File: src/rtl/sync_debounce.sv
// -----------------------------------------------------------------------------
// sync_debounce
//
// Input conditioning for a raw asynchronous level (push-button, switch,
// external strobe). The level is synchronised into the clk domain through a
// plain flop chain and then debounced: a new level must be seen on the
// synchronised signal for DEBOUNCE_CYCLES consecutive rising edges before it
// is accepted onto dout. Optional one-cycle rise/fall pulses are provided
// for edge-triggered consumers.
//
// Optional feature macro: SYNC_DEBOUNCE_EDGE_EN
//   defined   : rise/fall pulse flops are built.
//   undefined : rise and fall are tied to 0; dout/dout_b timing is unchanged.
//
// Parameters
//   SYNC_STAGES     : synchroniser flops (>= 2).
//   DEBOUNCE_CYCLES : consecutive edges a new level must hold (>= 1).
//   CNT_W           : counter width, DEBOUNCE_CYCLES <= 2**CNT_W - 1.
//
// Ports
//   clk       in   rising-edge clock
//   rst       in   asynchronous reset, active low (0 = reset)
//   din       in   raw asynchronous level
//   dout      out  debounced, synchronised level (registered)
//   dout_b    out  always ~dout
//   rise      out  one-cycle pulse after dout goes 0->1 (registered)
//   fall      out  one-cycle pulse after dout goes 1->0 (registered)
//   state_dbg out  current debounce FSM state, for observation only
//
// Handshake: none. din is a free-running level; every output is a level or
// a single-cycle pulse valid for the whole cycle after the edge that set it.
// -----------------------------------------------------------------------------
module sync_debounce #(
  parameter int SYNC_STAGES     = 2,
  parameter int DEBOUNCE_CYCLES = 1000,
  parameter int CNT_W           = 16
) (
  input  logic       clk,
  input  logic       rst,
  input  logic       din,
  output logic       dout,
  output logic       dout_b,
  output logic       rise,
  output logic       fall,
  output logic [1:0] state_dbg
);

  typedef enum logic [1:0] {
    STABLE_LO = 2'd0,
    WAIT_HI   = 2'd1,
    STABLE_HI = 2'd2,
    WAIT_LO   = 2'd3
  } state_t;

  localparam logic [CNT_W-1:0] DC_C  = CNT_W'(DEBOUNCE_CYCLES);
  localparam logic [CNT_W-1:0] ONE_C = CNT_W'(1);

  // ---------------------------------------------------------------------------
  // Synchroniser: straight shift chain, only sync_q[0] may go metastable.
  // ---------------------------------------------------------------------------
  logic [SYNC_STAGES-1:0] sync_q;
  logic                   s;

  always_ff @(posedge clk or negedge rst) begin
    if (!rst) begin
      sync_q <= '0;
    end else begin
      sync_q <= {sync_q[SYNC_STAGES-2:0], din};
    end
  end

  assign s = sync_q[SYNC_STAGES-1];

  // ---------------------------------------------------------------------------
  // Debounce FSM
  // ---------------------------------------------------------------------------
  state_t           state, state_nxt;
  logic [CNT_W-1:0] cnt, cnt_nxt;
  logic [CNT_W-1:0] cnt_inc;
  logic             dout_q, dout_nxt;

  assign cnt_inc = cnt + ONE_C;

  always_ff @(posedge clk or negedge rst) begin
    if (!rst) begin
      state  <= STABLE_LO;
      cnt    <= '0;
      dout_q <= 1'b0;
    end else begin
      state  <= state_nxt;
      cnt    <= cnt_nxt;
      dout_q <= dout_nxt;
    end
  end

  // The edge that leaves a stable state is already the first qualifying edge,
  // so with DEBOUNCE_CYCLES = 1 the wait state is skipped entirely. Inside a
  // wait state the counter holds the number of qualifying edges seen so far;
  // acceptance happens when the increment would reach DEBOUNCE_CYCLES, so the
  // counter never exceeds DEBOUNCE_CYCLES - 1 and cannot wrap.
  always_comb begin
    state_nxt = state;
    cnt_nxt   = cnt;
    case (state)
      STABLE_LO: begin
        if (s) begin
          if (DC_C <= ONE_C) begin
            state_nxt = STABLE_HI;
            cnt_nxt   = '0;
          end else begin
            state_nxt = WAIT_HI;
            cnt_nxt   = ONE_C;
          end
        end
      end
      WAIT_HI: begin
        if (!s) begin
          state_nxt = STABLE_LO;
          cnt_nxt   = '0;
        end else if (cnt_inc >= DC_C) begin
          state_nxt = STABLE_HI;
          cnt_nxt   = '0;
        end else begin
          cnt_nxt = cnt_inc;
        end
      end
      STABLE_HI: begin
        if (!s) begin
          if (DC_C <= ONE_C) begin
            state_nxt = STABLE_LO;
            cnt_nxt   = '0;
          end else begin
            state_nxt = WAIT_LO;
            cnt_nxt   = ONE_C;
          end
        end
      end
      WAIT_LO: begin
        if (s) begin
          state_nxt = STABLE_HI;
          cnt_nxt   = '0;
        end else if (cnt_inc >= DC_C) begin
          state_nxt = STABLE_LO;
          cnt_nxt   = '0;
        end else begin
          cnt_nxt = cnt_inc;
        end
      end
      default: begin
        state_nxt = STABLE_LO;
        cnt_nxt   = '0;
      end
    endcase
  end

  // dout is high in STABLE_HI and WAIT_LO; registered alongside the state.
  assign dout_nxt = (state_nxt == STABLE_HI) || (state_nxt == WAIT_LO);

  assign dout      = dout_q;
  assign dout_b    = ~dout_q;
  assign state_dbg = state;

  // ---------------------------------------------------------------------------
  // Edge pulses: set on the same edge that changes dout, so each pulse is
  // high for exactly the cycle following the accepting edge.
  // ---------------------------------------------------------------------------
`ifdef SYNC_DEBOUNCE_EDGE_EN
  logic rise_q, fall_q;

  always_ff @(posedge clk or negedge rst) begin
    if (!rst) begin
      rise_q <= 1'b0;
      fall_q <= 1'b0;
    end else begin
      rise_q <= dout_nxt & ~dout_q;
      fall_q <= ~dout_nxt & dout_q;
    end
  end

  assign rise = rise_q;
  assign fall = fall_q;
`else
  assign rise = 1'b0;
  assign fall = 1'b0;
`endif

endmodule

File: config.mk
export PLATFORM = sky130hd
export DESIGN_NAME = sync_debounce
export DESIGN_NICKNAME = d
export VERILOG_FILES = /design/src/rtl/sync_debounce.sv
export SDC_FILE = /design/constraint.sdc
export NUM_CORES = 1
export LEC_CHECK = 0
export BUFFER_PORTS_ARGS = -buffer_cell sky130_fd_sc_hd__buf_2
export CAP_MARGIN = 25
export CORE_AREA = 3 3 57 59
export CTS_CLUSTER_DIAMETER = 120
export DETAILED_ROUTE_END_ITERATION = 10
export DIE_AREA = 0 0 60 62
export GPL_ROUTABILITY_DRIVEN = 1
export PLACE_DENSITY = 0.58
export SYNTH_ARGS = -nofsm -noshare
export SYNTH_HDL_FRONTEND = slang
export SYNTH_SLANG_ARGS = --single-unit
File: constraint.sdc
create_clock -name clk -period 3.7 [get_ports clk]
set_input_delay 0.555 -clock clk [delete_from_list [all_inputs] [get_ports clk]]
set_output_delay 0.555 -clock clk [all_outputs]
set_load 0.01 [all_outputs]
==> run_results.csv, run 1 <==
group,metric,value,unit
critical_path,ff2ff_path_depth,7,
route,postRouteAntennaNets,0,
timing,period_share,65.6,%
synthesis,ys_warn_count,0,
synthesis,netlist_top_cells_area,"dfrtp_1, and2_1, nand2_1",
clock_tree,numCtsBuffers,3,
die,die_area,3720,µm²
timing,fin_tns_setup,0,ps
timing,period_needed,2430,ps
grt,gr-usage-met1,18.9,%
synthesis,yosysSeqAreaShare,43.2,%
grt,grt_max_degree,22,
critical_path,worstSetupEndpointType,"flop",
critical_path,path_cells,"ha_1, and3_1, a211oi_1, a21oi_1, o2bb2ai_2, a21boi_2, mux2_1",
route,drt_first_pass_iters,4,
critical_path,critPathBufInv,0,
cells_and_area,antenna_cells,0,
route,drt_iter0_drc,29,
synthesis,synth_compound_area_share,19.2,%
clock_tree,post_cts.repair.setup_buffers,0,
grt,met2_usage,24.2,%
synthesis,synth_xor_area_share,0.719,%
die,rows,19,
timing,relSlewSlack,39.7,%
die,start_util,44.1,%
route,dr_total_vias,946,
synthesis,ys_types,41,
clock_tree,cts_resized,0,
clock_tree,clock_latency,310,ps
synthesis,ys_top_cells_by_count,"dfrtp_1, nand2_1, and2_1",
placement,port_buffers,6,
placement,dp_slack,1330,ps
grt,grt-ovfl-total,0,
grt,grt_usage,14.4,%
placement,place_hpwl,1.60,mm
placement,routabilityCongestion,0.746,
timing,finalSetupViolCount,0,
critical_path,critPathArrivalTime,2630,ps
route,viasPerCell,5.84,
critical_path,crit_family,"compound AO/OA/AOI/OAI gates",
synthesis,yosys.area_share.simple,28.7,%
synthesis,yosys.area.top_type,"dfrtp_1",
timing,setup_slack,1270,ps
clock_tree,cts_tree,"yes",
timing,tightestPinTransition,902,ps
timing,finalHoldViolCount,0,
cells_and_area,num-nets-final,136,
synthesis,synthesis.area,1220,µm²
critical_path,critPathRequiredTime,3900,ps
synthesis,synth_area_per_cell,9.51,µm²
synthesis,synth_top_area_share,43.2,%
synthesis,synth_top_family_by_area,"simple AND/OR/NAND/NOR gates",
cells_and_area,drive_gt1_share,13.7,%
grt,antenna_found_initial,0,
critical_path,slowest_delay,500,ps
timing,rsz0062_at_grt,"false",
clock_tree,cts.sinks,21,
synthesis,async_reset_ff_share,100,%
grt,top_usage_layer,"met2",
cells_and_area,num-fill-cells,258,
power_and_ir_drop,p_per_area,322,nW/µm²
cells_and_area,synthToLayoutAreaGrowth,3.80,%
synthesis,synthMuxAreaShare,1.85,%
critical_path,worst-setup-path-type,"flop to flop",
critical_path,cp_num_cells,7,
timing,drv_slew,0,
timing,skew,5.08,ps
critical_path,slowest_stage,"o2bb2ai_2",
grt,grt_pass1_vias,900,
synthesis,synth_most_common_cell,"dfrtp_1",
status,status,"finished, final reports clean",
synthesis,synth_ff_type,"dfrtp_1",
die,coreArea,2760,µm²
route,wl_per_cell,13.9,µm
grt,met3_usage,3.72,%
critical_path,crit_path_max_fanout,12,
synthesis,synth_seq_cells,21,
synthesis,synth_edf_count,0,
power_and_ir_drop,worst_ir_drop_vdd,0.262,mV
clock_tree,path_clk_slew,120,ps
power_and_ir_drop,p_leak,0.603,nW
die,die_x,60,µm
min_path,hold_class,"input pin to asynchronous set/reset pin",
clock_tree,hold_buffers,0,
die,fp.dieH,62,µm
clock_tree,cts_root_buf,"clkbuf_4",
timing,fmax,0.412,GHz
grt,grt_pass1_wl,4.11,mm
route,drc,0,
synthesis,synth_cells,128,
synthesis,synthAdderAreaFrac,1.03,%
route,routed_wirelength,2.25,mm
flow_run,maxCapViolations,0,
die,ios,9,
clock_tree,htree_num_levels,1,
clock_tree,max-clock-path-buffers,2,
critical_path,cp-start-kind,"flop",
stage by stage:
| step | hold WS [ps] | power [mW] | cells | instance area (µm²) | util, % |
|---|---|---|---|---|---|
| finish | 181 | 0.407 | 162 | 1260 | 45.8 |
| detailed placement | 352 | 0.300 | 158 | 1240 | 44.8 |
| global route | 197 | 0.436 | 162 | 1260 | 45.8 |
| floorplan | 259 | 0.285 | 129 | 1220 | - |
| CTS | 189 | 0.416 | 162 | 1260 | 45.8 |
| global placement | 341 | 0.298 | 158 | 1240 | 44.8 |
sequential cells by signal, indices dropped and copies added (netlist names):
signal / flops
sync_q: 2
cnt: 16
dout: 1
state_dbg: 2
cells in the final DEF (no fill, tap or decap), types with 3 or more instances in the layout:
cell type	Yosys	routed
nor2_1	8	8
nand4_1	3	3
buf_2	1	6
nor3_1	4	4
o2111ai_1	5	5
and3_1	5	5
and2_1	12	12
clkbuf_4	0	3
nand3_1	9	9
dfrtp_1	21	21
nand2_1	15	15
a21oi_1	4	4
per-layer routing:
layer,wire (µm),vias up
met5,0,-
met4,23,0
met3,93,2
met2,1010,17
met1,1130,454
li1,-,473
kinds of logic after synthesis:
group           count (synthesis)
flops                          21
other cells                     1
mux                             2
compound gates                 27
buf+inv                        10
fa+ha+maj                       1
xor+xnor                        1
simple gates                   65
worst paths after layout:
path                            from      endpoint  slack (ps)
max                           cnt[0]  state_dbg[1]        1270
min                              rst        cnt[3]         180
min in group clk                 din     sync_q[0]         350
max in group asynchronous        rst       cnt[10]        3190
max reg2reg                   cnt[0]  state_dbg[1]        1270
min reg2reg                sync_q[0]     sync_q[1]         370
where the power goes:
part / switching (mW) / total, mW / internal [mW]
Clock: 0.0719 / 0.112 / 0.0404
Sequential: 0.0181 / 0.258 / 0.240
Combinational: 0.0233 / 0.0365 / 0.0132
Total: 0.113 / 0.407 / 0.293
final cells by class:
class	count	area, µm²	share of cell area, %
timing repair buffer	6	30.0	2.38
clock buffer	3	22.5	1.78
inverter	2	7.51	0.594
multi-input combinational	98	634	50.2
sequential	21	526	41.6
clock inverter	1	5.00	0.396
tap	31	38.8	3.07
(Power assumes the default switching activity.)
==> run 2: changes to the inputs <==
- PLACE_DENSITY: 0.58 -> 0.6
- clock period: 3.7 -> 2.1 ns (I/O delays scaled with it)
==> run 2 against run 1 <==
Effect of this change:
- final area up 6.3%
- sequential power grew 75%
- setup slack lost 1200 ps
- combinational power up 120%
- non-clock buffer count up 8
- maximum frequency is 21% higher
- sequential cell count stayed put
- final cell count up 4.9%
- first-iteration DRC count is 31% higher
- routed wire length increased by 5.6%
- clock skew is 1.3 ps lower
- critical endpoint unchanged
==> run_results.csv, run 2 (synthesized netlist as in run 1, its figures left out) <==
group,metric,value,unit
timing,finalHoldViolCount,0,
cells_and_area,multi_input_area,648,µm²
grt,grt_pass1_wl,4.31,mm
die,die_area,3720,µm²
cells_and_area,final_cell_mix,"dfrtp_1, nand2_1, and2_1",
clock_tree,cts_root_buf,"clkbuf_4",
critical_path,ff2ff_path_depth,7,
critical_path,critPathRequiredTime,2300,ps
critical_path,crit_path_max_fanout,6,
critical_path,reg2reg_from,"cnt[1]",
status,status,"finished, final reports clean",
die,start_util,44.1,%
grt,grt_pass1_vias,946,
timing,finalSetupViolCount,0,
critical_path,cp-start-kind,"flop",
min_path,min_from,"din",
critical_path,critPathArrivalTime,2200,ps
route,drt_first_pass_iters,4,
die,coreArea,2760,µm²
route,topRoutingLayerUsed,"met4",
die,rows,19,
critical_path,r2r_slack,100,ps
timing,period_needed,2000,ps
cells_and_area,final_common_cell,"dfrtp_1",
power_and_ir_drop,worst_ir_drop_vdd,0.446,mV
min_path,hold_path_end,"sync_q[0]",
critical_path,slowest_stage,"dfrtp_1",
route,routed-wl-met2,1.07,mm
route,postRouteAntennaNets,0,
route,drt-met1-wl,1.20,mm
cells_and_area,final_core_util,48.7,%
critical_path,cp_common_cell,"and3_1",
cells_and_area,largest_reg_flops,16,
route,wl_met3,82,µm
min_path,hold_class,"input pin to flop",
clock_tree,cts.sinks,21,
timing,skew,3.80,ps
cells_and_area,seq_area,527,µm²
route,routed_wirelength,2.38,mm
die,ios,9,
critical_path,worstSetupEndpointType,"flop",
placement,routabilityCongestion,0.842,
clock_tree,htree_num_levels,1,
placement,port_buffers,6,
cells_and_area,num-fill-cells,263,
route,viasPerCell,5.66,
power_and_ir_drop,p_per_area,542,nW/µm²
timing,tightestPinTransition,885,ps
route,drc,0,
critical_path,crit_family,"compound AO/OA/AOI/OAI gates",
cells_and_area,drive_gt1_share,20.9,%
clock_tree,numCtsBuffers,3,
cells_and_area,num-nets-final,144,
placement,dp.cells,165,
grt,antenna_found_initial,0,
timing,rsz0062_at_grt,"false",
grt,grt_usage,15.5,%
critical_path,rr_endpoint,"state_dbg[1]",
clock_tree,post_cts.repair.setup_buffers,0,
critical_path,slowest_delay,440,ps
grt,grt-ovfl-total,0,
route,dr_total_vias,963,
power_and_ir_drop,p_leak,0.634,nW
timing,relSlewSlack,40.8,%
timing,drv_slew,0,
timing,whs,105,ps
clock_tree,cts_tree,"yes",
route,drt_iter0_drc,38,
timing,period_share,95.4,%
critical_path,critPathBufInv,0,
cells_and_area,synthToLayoutAreaGrowth,10.4,%
critical_path,worst-setup-path-type,"flop to flop",
placement,place_hpwl,1.68,mm
die,die_x,60,µm
clock_tree,clock_latency,300,ps
grt,grt_max_degree,22,
critical_path,path_cells,"ha_2, and3_1, and3_1, a21oi_1, o2bb2ai_2, a21boi_2, mux2_1",
cells_and_area,largest-register,"cnt",
die,fp.dieH,62,µm
route,wl_per_cell,14.0,µm
cells_and_area,antenna_cells,0,
timing,fmax,0.499,GHz
flow_run,maxCapViolations,0,
min_path,whs_path_depth,1,
cells_and_area,stdcell_count,170,
clock_tree,path_clk_slew,120,ps
timing,fin_tns_setup,0,ps
clock_tree,max-clock-path-buffers,2,
run 2: cell type report:
| class | instances | area share, % |
|---|---|---|
| Sequential cell | 21 | 39.2 |
| Multi-Input combinational cell | 98 | 48.2 |
| Clock buffer | 3 | 1.68 |
| Tap cell | 31 | 2.89 |
| Clock inverter | 1 | 0.559 |
| Inverter | 2 | 0.559 |
| Timing Repair Buffer | 14 | 6.89 |
run 2: where the power goes:
| group | internal (mW) | total, mW | switching [mW] |
|---|---|---|---|
| clock | 0.0725 | 0.198 | 0.126 |
| sequential | 0.425 | 0.452 | 0.0276 |
| combinational | 0.0319 | 0.0787 | 0.0468 |
run 2: timing repair:
action | in CTS | in global routing
hold endpoints to repair | 21 | 0
endpoints found under the setup margin | 0 | 7
gates resized for setup | 0 | 4
hold buffers | 1 | 0
run 2: how the worst max path moves through the flow:
stage              endpoint    from  cells after the start
6_report       state_dbg[1]  cnt[1]                      7
5_1_grt                dout  cnt[1]                      7
4_1_cts        state_dbg[1]  cnt[1]                      7
3_5_place_dp   state_dbg[1]  cnt[1]                      7
3_3_place_gp           dout  cnt[1]                      7
2_1_floorplan          dout  cnt[0]                      7
run 2: through the flow:
| step | power (mW) | setup slack (ps) | instance area [µm²] |
|---|---|---|---|
| after floorplan | 0.503 | 166 | 1220 |
| after global placement | 0.531 | 143 | 1290 |
| after detailed placement | 0.534 | 47.7 | 1290 |
| after CTS | 0.742 | 30.9 | 1330 |
| after global routing | 0.784 | 0.194 | 1340 |
| final | 0.729 | 96.4 | 1340 |
run 2: per-layer routing:
layer,vias to the layer above,global-route usage (%)
li1,487,-
met1,456,21.1
met2,18,24.8
met3,2,3.72
met4,0,3.80
met5,-,0
run 2: worst reg2reg max path, cell delays in order (launching register included):
cell,delay (ps)
dfrtp_1,440
ha_2,220
and3_1,240
and3_1,200
a21oi_1,200
o2bb2ai_2,100
a21boi_2,180
mux2_1,330
==> run 3: changes to the inputs <==
- CORE_AREA: 3 3 57 59 -> 2 2 56 58
- DIE_AREA: 0 0 60 62 -> 0 0 58 60
==> run 3 against run 2 <==
Effect of this change:
- sequential power about the same
- sequential cell count is the same
- register-to-register slack about the same
- largest cell class unchanged
==> run_results.csv, run 3 (synthesized netlist as in run 1, its figures left out) <==
group,metric,value,unit
status,status,"finished, final reports clean",
die,coreArea,2900,µm²
die,ios,9,
clock_tree,clock_latency,310,ps
critical_path,crit_path_max_fanout,5,
critical_path,slowest_delay,400,ps
critical_path,cp-start-kind,"flop",
cells_and_area,antenna_cells,0,
placement,place_hpwl,1.79,mm
die,die_area,3480,µm²
critical_path,path_cells,"ha_2, nand3_1, o311a_1, nand3_1, a2bb2oi_2, a21boi_2, mux2_1",
critical_path,critPathBufInv,0,
power_and_ir_drop,p_per_area,541,nW/µm²
route,viasPerCell,5.66,
cells_and_area,final_cell_mix,"dfrtp_1, nand2_1, and2_1",
clock_tree,cts_tree,"yes",
placement,routabilityCongestion,0.804,
die,fp.dieH,60,µm
timing,tightestPinTransition,945,ps
route,routed_wirelength,2.57,mm
route,wl_per_cell,14.8,µm
critical_path,worstSetupEndpointType,"flop",
route,postRouteAntennaNets,0,
die,rows,20,
cells_and_area,final_common_cell,"dfrtp_1",
grt,grt_max_degree,22,
clock_tree,path_clk_slew,120,ps
flow_run,maxCapViolations,0,
timing,fmax,0.502,GHz
min_path,hold_class,"input pin to flop",
timing,drv_slew,0,
clock_tree,cts_root_buf,"clkbuf_4",
cells_and_area,synthToLayoutAreaGrowth,12.7,%
cells_and_area,num-nets-final,146,
critical_path,crit_family,"compound AO/OA/AOI/OAI gates",
critical_path,critPathRequiredTime,2310,ps
grt,grt_pass1_wl,4.38,mm
cells_and_area,drive_gt1_share,24.1,%
timing,finalHoldViolCount,0,
route,dr_total_vias,985,
timing,period_needed,1990,ps
clock_tree,max-clock-path-buffers,2,
die,die_x,58,µm
grt,grt_pass1_vias,938,
critical_path,cp_num_cells,7,
cells_and_area,largest-register,"cnt",
critical_path,critPathArrivalTime,2200,ps
clock_tree,htree_num_levels,1,
timing,finalSetupViolCount,0,
critical_path,ff2ff_path_depth,7,
clock_tree,cts.sinks,21,
grt,grt-ovfl-total,0,
route,drt_iter0_drc,19,
cells_and_area,final_core_util,47.3,%
power_and_ir_drop,p_leak,0.644,nW
grt,grt_usage,16.5,%
die,start_util,41.9,%
cells_and_area,largest_reg_flops,16,
clock_tree,numCtsBuffers,3,
timing,relSlewSlack,36.7,%
timing,period_share,94.9,%
placement,port_buffers,6,
timing,fin_tns_setup,0,ps
critical_path,slowest_stage,"dfrtp_1",
critical_path,worst-setup-path-type,"flop to flop",
route,drt_first_pass_iters,4,
critical_path,cp_common_cell,"nand3_1",
timing,skew,1.78,ps
grt,antenna_found_initial,0,
timing,rsz0062_at_grt,"false",
cells_and_area,num-fill-cells,283,
min_path,whs_path_depth,1,
power_and_ir_drop,worst_ir_drop_vdd,0.480,mV
route,drc,0,
run 3: area by class of cell:
cell class	instances	area [µm²]	area share (%)
clock buffers	4	26.3	1.91
flip-flops and latches	21	528	38.5
inverters	2	7.51	0.547
multi-input cells	98	658	47.9
well taps	33	41.3	3.01
repair buffers	16	111	8.11
run 3: path summary, 6_finish.rpt:
check	start	to	slack (ps)
max reg2reg	cnt[1]	state_dbg[1]	110
max in group asynchronous	rst	cnt[3]	1280
min reg2reg	sync_q[0]	sync_q[1]	380
min in group asynchronous	rst	cnt[6]	470
min	din	sync_q[0]	100
max	cnt[1]	state_dbg[1]	110
run 3: worst reg2reg max path, delay by kind of cell, from the launching register on:
family | cells | cell delay, ps
adder cells (fa/ha/maj) | 1 | 230
flip-flops | 1 | 400
AO/OA/AOI/OAI | 3 | 650
AND/OR/NAND/NOR | 2 | 250
multiplexers | 1 | 350
run 3: routing by layer:
metal / GRT usage [%] / routed length, µm / share of wire [%]
met3: 2.60 / 89 / 3.5
met1: 23.1 / 1270 / 49
met5: 0 / 0 / 0
met4: 4.98 / 28 / 1.1
met2: 26.3 / 1180 / 46
run 3: what timing repair did:
| item | in CTS | in global routing |
|---|---|---|
| hold buffers | 1 | 0 |
| setup endpoints to repair | 0 | 11 |
| buffers inserted | 0 | 1 |
| hold endpoints to repair | 21 | 0 |
| resized for setup | 0 | 9 |
run 3: where the power goes:
group	switching (mW)	total (mW)	internal, mW
sequential	0.0273	0.450	0.423
combinational	0.0506	0.0867	0.0361
clock	0.131	0.206	0.0742
run 3: per-stage QoR:
step / area (µm²) / instances / setup slack [ps] / hold slack (ps) / total power, mW
detailed placement: 1300 / 168 / 56.5 / 308 / 0.538
global route: 1370 / 174 / 3.31 / 87.8 / 0.781
CTS: 1340 / 173 / 35.2 / 102 / 0.742
global placement: 1300 / 168 / 78.7 / 297 / 0.534
floorplan: 1220 / 129 / 166 / 19.4 / 0.503
finish: 1370 / 174 / 108 / 104 / 0.742
